### src/rtl/vga_timing_gen_if.sv
// Raster timing bus: counters, syncs, blanking, strobes and frame count.
// master drives (timing generator), slave observes (draw/fill engines).
interface vga_timing_gen_if #(
  parameter int CNT_W   = 11,
  parameter int FRAME_W = 8
);
  logic [CNT_W-1:0]   hcount;
  logic [CNT_W-1:0]   vcount;
  logic               hsync;
  logic               vsync;
  logic               hblnk;
  logic               vblnk;
  logic               de;
  logic               eol;
  logic               sof;
  logic [FRAME_W-1:0] frame_cnt;

  modport master (
    output hcount, vcount, hsync, vsync, hblnk, vblnk, de, eol, sof, frame_cnt
  );

  modport slave (
    input hcount, vcount, hsync, vsync, hblnk, vblnk, de, eol, sof, frame_cnt
  );
endinterface

### src/rtl/vga_timing_gen.sv
// Parametrised raster timing generator with clock enable, sync polarity and frame counter.
// Define VGA_TIMING_REG_OUT_EN to register every output (1 pclk latency); otherwise 0-cycle decode.
module vga_timing_gen #(
  parameter int CNT_W    = 11,
  parameter int H_ACTIVE = 800,
  parameter int H_FP     = 40,
  parameter int H_SYNC   = 128,
  parameter int H_BP     = 88,
  parameter int V_ACTIVE = 600,
  parameter int V_FP     = 1,
  parameter int V_SYNC   = 4,
  parameter int V_BP     = 23,
  parameter bit HS_POL   = 1'b1,
  parameter bit VS_POL   = 1'b1,
  parameter int FRAME_W  = 8
) (
  input  logic             pclk_i,
  input  logic             rst_i,
  input  logic             ce_i,
  vga_timing_gen_if.master tim_o
);

  localparam int H_TOTAL = H_ACTIVE + H_FP + H_SYNC + H_BP;
  localparam int V_TOTAL = V_ACTIVE + V_FP + V_SYNC + V_BP;
  localparam int CW1     = CNT_W + 1;

  // One extra bit so sync-end bounds equal to TOTAL still compare correctly.
  localparam logic [CW1-1:0] H_ACT_C  = CW1'(H_ACTIVE);
  localparam logic [CW1-1:0] V_ACT_C  = CW1'(V_ACTIVE);
  localparam logic [CW1-1:0] HS_BEG_C = CW1'(H_ACTIVE + H_FP);
  localparam logic [CW1-1:0] HS_END_C = CW1'(H_ACTIVE + H_FP + H_SYNC);
  localparam logic [CW1-1:0] VS_BEG_C = CW1'(V_ACTIVE + V_FP);
  localparam logic [CW1-1:0] VS_END_C = CW1'(V_ACTIVE + V_FP + V_SYNC);
  localparam logic [CNT_W-1:0] H_LAST = CNT_W'(H_TOTAL - 1);
  localparam logic [CNT_W-1:0] V_LAST = CNT_W'(V_TOTAL - 1);

  if ((H_TOTAL - 1) >= (1 << CNT_W) || (V_TOTAL - 1) >= (1 << CNT_W)) begin : g_cnt_w_chk
    $error("vga_timing_gen: CNT_W=%0d too narrow for H_TOTAL=%0d V_TOTAL=%0d",
           CNT_W, H_TOTAL, V_TOTAL);
  end

  logic [CNT_W-1:0]   hcnt_q, hcnt_d;
  logic [CNT_W-1:0]   vcnt_q, vcnt_d;
  logic [FRAME_W-1:0] frame_q, frame_d;

  always_comb begin
    hcnt_d  = hcnt_q;
    vcnt_d  = vcnt_q;
    frame_d = frame_q;
    if (ce_i) begin
      if (hcnt_q == H_LAST) begin
        hcnt_d = '0;
        if (vcnt_q == V_LAST) begin
          vcnt_d  = '0;
          frame_d = frame_q + 1'b1;
        end else begin
          vcnt_d = vcnt_q + 1'b1;
        end
      end else begin
        hcnt_d = hcnt_q + 1'b1;
      end
    end
  end

  always_ff @(posedge pclk_i) begin
    if (rst_i) begin
      hcnt_q  <= '0;
      vcnt_q  <= '0;
      frame_q <= '0;
    end else begin
      hcnt_q  <= hcnt_d;
      vcnt_q  <= vcnt_d;
      frame_q <= frame_d;
    end
  end

  logic [CW1-1:0] h_ext, v_ext;
  logic hblnk_c, vblnk_c, de_c, eol_c, sof_c, hsync_c, vsync_c;

  assign h_ext = {1'b0, hcnt_q};
  assign v_ext = {1'b0, vcnt_q};

  // Decoded flags are forced idle while reset is asserted, independent of counter state.
  always_comb begin
    hblnk_c = 1'b0;
    vblnk_c = 1'b0;
    de_c    = 1'b0;
    eol_c   = 1'b0;
    sof_c   = 1'b0;
    hsync_c = ~HS_POL;
    vsync_c = ~VS_POL;
    if (!rst_i) begin
      hblnk_c = (h_ext >= H_ACT_C);
      vblnk_c = (v_ext >= V_ACT_C);
      de_c    = ~hblnk_c & ~vblnk_c;
      eol_c   = (hcnt_q == H_LAST);
      sof_c   = (hcnt_q == '0) && (vcnt_q == '0);
      if (h_ext >= HS_BEG_C && h_ext < HS_END_C) hsync_c = HS_POL;
      if (v_ext >= VS_BEG_C && v_ext < VS_END_C) vsync_c = VS_POL;
    end
  end

`ifdef VGA_TIMING_REG_OUT_EN
  logic [CNT_W-1:0]   hcount_q, vcount_q;
  logic [FRAME_W-1:0] frame_cnt_q;
  logic hsync_q, vsync_q, hblnk_q, vblnk_q, de_q, eol_q, sof_q;

  always_ff @(posedge pclk_i) begin
    if (rst_i) begin
      hcount_q    <= '0;
      vcount_q    <= '0;
      frame_cnt_q <= '0;
      hsync_q     <= ~HS_POL;
      vsync_q     <= ~VS_POL;
      hblnk_q     <= 1'b0;
      vblnk_q     <= 1'b0;
      de_q        <= 1'b0;
      eol_q       <= 1'b0;
      sof_q       <= 1'b0;
    end else if (ce_i) begin
      hcount_q    <= hcnt_q;
      vcount_q    <= vcnt_q;
      frame_cnt_q <= frame_q;
      hsync_q     <= hsync_c;
      vsync_q     <= vsync_c;
      hblnk_q     <= hblnk_c;
      vblnk_q     <= vblnk_c;
      de_q        <= de_c;
      eol_q       <= eol_c;
      sof_q       <= sof_c;
    end
  end

  assign tim_o.hcount    = hcount_q;
  assign tim_o.vcount    = vcount_q;
  assign tim_o.frame_cnt = frame_cnt_q;
  assign tim_o.hsync     = hsync_q;
  assign tim_o.vsync     = vsync_q;
  assign tim_o.hblnk     = hblnk_q;
  assign tim_o.vblnk     = vblnk_q;
  assign tim_o.de        = de_q;
  assign tim_o.eol       = eol_q;
  assign tim_o.sof       = sof_q;
`else
  assign tim_o.hcount    = hcnt_q;
  assign tim_o.vcount    = vcnt_q;
  assign tim_o.frame_cnt = frame_q;
  assign tim_o.hsync     = hsync_c;
  assign tim_o.vsync     = vsync_c;
  assign tim_o.hblnk     = hblnk_c;
  assign tim_o.vblnk     = vblnk_c;
  assign tim_o.de        = de_c;
  assign tim_o.eol       = eol_c;
  assign tim_o.sof       = sof_c;
`endif

endmodule

### src/flat_wrapper.sv
// flat-port wrapper written by rule: the top's interface ports become plain ports
module vga_timing_gen_flat 
#(
  parameter int CNT_W    = 11,
  parameter int H_ACTIVE = 800,
  parameter int H_FP     = 40,
  parameter int H_SYNC   = 128,
  parameter int H_BP     = 88,
  parameter int V_ACTIVE = 600,
  parameter int V_FP     = 1,
  parameter int V_SYNC   = 4,
  parameter int V_BP     = 23,
  parameter bit HS_POL   = 1'b1,
  parameter bit VS_POL   = 1'b1,
  parameter int FRAME_W  = 8
)
  (pclk_i, rst_i, ce_i, tim_o_hcount, tim_o_vcount, tim_o_hsync, tim_o_vsync, tim_o_hblnk, tim_o_vblnk, tim_o_de, tim_o_eol, tim_o_sof, tim_o_frame_cnt);
  vga_timing_gen_if #(.CNT_W(CNT_W), .FRAME_W(FRAME_W)) tim_o_i ();
  input  logic pclk_i;
  input  logic rst_i;
  input  logic ce_i;
  output wire logic [$bits(tim_o_i.hcount)-1:0] tim_o_hcount;
  output wire logic [$bits(tim_o_i.vcount)-1:0] tim_o_vcount;
  output wire logic [$bits(tim_o_i.hsync)-1:0] tim_o_hsync;
  output wire logic [$bits(tim_o_i.vsync)-1:0] tim_o_vsync;
  output wire logic [$bits(tim_o_i.hblnk)-1:0] tim_o_hblnk;
  output wire logic [$bits(tim_o_i.vblnk)-1:0] tim_o_vblnk;
  output wire logic [$bits(tim_o_i.de)-1:0] tim_o_de;
  output wire logic [$bits(tim_o_i.eol)-1:0] tim_o_eol;
  output wire logic [$bits(tim_o_i.sof)-1:0] tim_o_sof;
  output wire logic [$bits(tim_o_i.frame_cnt)-1:0] tim_o_frame_cnt;
  assign tim_o_hcount = tim_o_i.hcount;
  assign tim_o_vcount = tim_o_i.vcount;
  assign tim_o_hsync = tim_o_i.hsync;
  assign tim_o_vsync = tim_o_i.vsync;
  assign tim_o_hblnk = tim_o_i.hblnk;
  assign tim_o_vblnk = tim_o_i.vblnk;
  assign tim_o_de = tim_o_i.de;
  assign tim_o_eol = tim_o_i.eol;
  assign tim_o_sof = tim_o_i.sof;
  assign tim_o_frame_cnt = tim_o_i.frame_cnt;
  vga_timing_gen #(.CNT_W(CNT_W), .H_ACTIVE(H_ACTIVE), .H_FP(H_FP), .H_SYNC(H_SYNC), .H_BP(H_BP), .V_ACTIVE(V_ACTIVE), .V_FP(V_FP), .V_SYNC(V_SYNC), .V_BP(V_BP), .HS_POL(HS_POL), .VS_POL(VS_POL), .FRAME_W(FRAME_W)) u_core (.pclk_i(pclk_i), .rst_i(rst_i), .ce_i(ce_i), .tim_o(tim_o_i));
endmodule
### config.mk
export PLATFORM = sky130hd
export DESIGN_NAME = vga_timing_gen_flat
export DESIGN_NICKNAME = d
export VERILOG_FILES = /design/src/rtl/vga_timing_gen_if.sv /design/src/rtl/vga_timing_gen.sv /design/src/flat_wrapper.sv
export SDC_FILE = /design/constraint.sdc
export NUM_CORES = 1
export LEC_CHECK = 0
export ABC_AREA = 1
export BUFFER_PORTS_ARGS = -buffer_cell sky130_fd_sc_hd__buf_2
export CORE_MARGIN = 2
export CORE_UTILIZATION = 30
export CTS_CLUSTER_SIZE = 16
export DETAILED_ROUTE_END_ITERATION = 8
export PLACE_DENSITY_LB_ADDON = 0.3
export SLEW_MARGIN = 40
export SYNTH_ARGS = -nofsm -noshare
export SYNTH_HDL_FRONTEND = slang
export SYNTH_SLANG_ARGS = --single-unit
### constraint.sdc
create_clock -name pclk_i -period 2.8 [get_ports pclk_i]
set_input_delay 0.14 -clock pclk_i [delete_from_list [all_inputs] [get_ports pclk_i]]
set_output_delay 0.14 -clock pclk_i [all_outputs]
set_load 0.1 [all_outputs]
==> flow_summary_export.csv <==
group,metric,value,unit
pwr,power.internal,708.5,uW
sta,max-slew-margin-rel,65.86,%
critical_path,critPathKind,"flop to output pin",
critical_path,required,2.66,ns
drt,num_vias,2089,
pwr,p_total,948.0,uW
drt,drc_errors,3,
pwr,power.density,397.3,nW/um2
clock_network,cts_hold_buf,0,
sta,fmax,484.4,MHz
floorplan,die_x,85.84,um
clock_network,cts_sinks,30,
drt,drtPass1Iterations,6,
logic_synthesis,ys_seq_area_share,29.89,%
placed_design,placed_cell_area,2280,um2
clock_network,cts_setup_buffers,0,
logic_synthesis,yosys_warnings,0,
logic_synthesis,synthAdderAreaFrac,3.736,%
pwr,combPwrFrac,8.1,%
placed_design,gp_congestion,0.8865,
clock_network,clockRootBuffer,"clkbuf_8",
logic_synthesis,synth_ff_type,"dfxtp_1",
logic_synthesis,ys_types,36,
logic_synthesis,synth_simple_gate_area_share,44.33,%
clock_network,clock_latency,0.28,ns
drt,via_per_inst,4.904,
logic_synthesis,syn-num-nets,318,
global_route,antenna_found_initial,0,
sta,rsz0062_at_grt,"false",
logic_synthesis,synth.area.mux_share,0,%
worst_hold_path,hold_path.class,"primary input to flop",
layout,fill_cells,698,
layout,areaGrowthSynthToFinish,18.74,%
drt,first_iter_violations,118,
global_route,grt_usage,14.90,%
drt,ant_nets,0,
critical_path,cp-end-kind,"output pin",
layout,fin_cells,426,
drt,wl_per_cell,12.61,um
critical_path,crit_fanout,7,
critical_path,start_kind,"flop",
placed_design,portBuffers,39,
logic_synthesis,synth_top_family_by_area,"simple AND/OR/NAND/NOR gates",
pwr,peakVddDrop,223.9,uV
floorplan,dieArea,7369,um2
sta,hold_violations,0,
clock_network,cts_buffer_depth,2,
sta,skew,0.01128,ns
clock_network,htree_num_levels,2,
drt,finalWirelength,5371,um
global_route,grt_max_degree,24,
pwr,switching_share,25.26,%
sta,finalCriticalPeriod,2.065,ns
clock_network,cts_resized,0,
floorplan,start_util,31.29,%
placed_design,hpwl,4078,um
logic_synthesis,synthCells,309,
logic_synthesis,synthXorXnorAreaFrac,2.615,%
global_route,first_global_vias,1884,
placed_design,place_ws,1.019,ns
floorplan,fp-row-count,29,
pwr,power_switching,239.5,uW
layout,layout-drive-gt1-share,21.20,%
floorplan,die_h,85.84,um
clock_network,cts_tree,"yes",
sta,max_slew.worst_pin.slew,0.5121,ns
layout,fin_area,2386,um2
critical_path,arrival,1.92,ns
floorplan,core_region_area,6422,um2
layout,final_util,37.15,%
floorplan,ios,40,
layout,antenna_cells,0,
job,maxCapViolCount,0,
global_route,grt_pass1_wl,8880,um
clock_network,cts_buffers,5,
sta,final.setup.worst_slack,0.7354,ns
logic_synthesis,synth_compound_area_share,8.593,%
logic_synthesis,synth_edf_count,0,
clock_network,cts.clk_slew.worst_paths,0.07,ns
outcome,status,"finished with violations",
logic_synthesis,synth_area,2009,um2
pwr,p_clk_share,46.3,%
pwr,p_seq_share,45.6,%
layout,final_nets,357,
logic_synthesis,syn_area_per_cell,6.503,um2
global_route,gr-total-overflow,0,
logic_synthesis,async_flop_share,0,%
sta,drv_slew,0,
placed_design,dp_cells,418,
outcome,violations,"DRC",
pwr,leakage,0.001097,uW
sta,setup_viol,0,
sta,finalCritPeriodShare,73.74,%
logic_synthesis,synth_seq_cells,30,
cell usage after synthesis (2+ instances only):
master | n | area, um2
nor4_1 | 3 | 18.77
a21oi_1 | 20 | 100.1
inv_1 | 33 | 123.9
o21ai_0 | 7 | 35.03
nor2_1 | 37 | 138.9
nand3_1 | 29 | 145.1
nor2_4 | 4 | 45.04
nand3b_1 | 3 | 22.52
nand3_2 | 2 | 20.02
xor2_1 | 5 | 43.79
nand4_1 | 9 | 56.30
nor3_1 | 10 | 50.05
clkinv_1 | 2 | 7.510
nor2_2 | 2 | 12.51
inv_2 | 6 | 22.52
dfxtp_1 | 30 | 600.6
nand2_2 | 3 | 18.77
nand2_1 | 79 | 296.5
ha_1 | 6 | 75.07
buf_6 | 3 | 33.78
placed cells by master, fill, tap and decap left out, drive strengths merged:
cell,n
nand2,83
nor2,44
buf,39
inv,39
nand3,31
dfxtp,30
a21oi,20
nor3,11
nand4,10
o21ai,7
clkbuf,7
ha,6
xor2,5
nand3b,3
nor4,3
clkinv,2
or2,2
o311ai,1
o211ai,1
a31oi,1
a21o,1
a211oi,1
xnor2,1
bufinv,1
layer usage:
layer	global-route usage (%)	part of all wire, %	vias up
met1	20.64	51	959
li1	-	-	1074
met4	3.752	0.67	0
met5	0	0	-
met2	23.37	44	52
met3	3.561	4.9	4
logic make-up (layout without fill, tap and decap cells):
family,count (synthesis),in the layout
AO/OA/AOI/OAI,32,32
buffers and inverters,48,88
adder cells (fa/ha/maj),6,6
flip-flops,30,30
XOR/XNOR,6,6
AND/OR/NAND/NOR,187,187
power groups by stage:
stage | registers, uW | logic [uW] | clock network (uW)
final | 433 | 76.5 | 439
after global routing | 433 | 81.0 | 466
after CTS | 433 | 77.1 | 445
after detailed placement | 443 | 76.9 | 0
after global placement | 443 | 76.3 | 0
after floorplan | 462 | 43.8 | 0
metrics by stage:
step / setup TNS (ns) / hold slack (ns)
floorplan: -0.3188 / 0.2193
global placement: 0 / 0.4802
detailed placement: 0 / 0.4843
CTS: 0 / 0.2473
global route: 0 / 0.2621
finish: 0 / 0.2465
worst paths after layout:
path | from | end | depth (start not counted) | slack (ns)
hold reg to reg | u_core.tim_o.hcount[9]$_SDFFE_PP0P_ | u_core.tim_o.hcount[9]$_SDFFE_PP0P_ | 2 | 0.49
setup / recovery | u_core.tim_o.vcount[8]$_SDFFE_PP0P_ | tim_o_de | 6 | 0.74
setup reg to reg | u_core.tim_o.hcount[1]$_SDFFE_PP0P_ | u_core.tim_o.vcount[5]$_SDFFE_PP0P_ | 9 | 1.07
hold / removal | ce_i | u_core.tim_o.vcount[3]$_SDFFE_PP0P_ | 3 | 0.25
worst max-delay path, stage by stage, from the launching register on:
cell	delay [ns]
dfxtp_1	0.38
nor2_1	0.18
nand2_1	0.07
a21oi_1	0.26
nand2_1	0.14
nor3_2	0.17
buf_2	0.45
registers in the layout (all words and copies together), names as in the netlist:
name,count
u_core.tim_o.vcount,11
u_core.tim_o.hcount,11
u_core.tim_o.frame_cnt,8
area by class of cell:
type	instances	area (um2)	share of cell area (%)
multi-input combinational	231	1234	51.70
inverter	41	153.9	6.450
clock buffer	7	76.32	3.199
clock inverter	1	30.03	1.259
tap	77	96.34	4.038
sequential	30	600.6	25.17
timing repair buffer	39	195.2	8.180
Power figures use the tool's default switching activity.
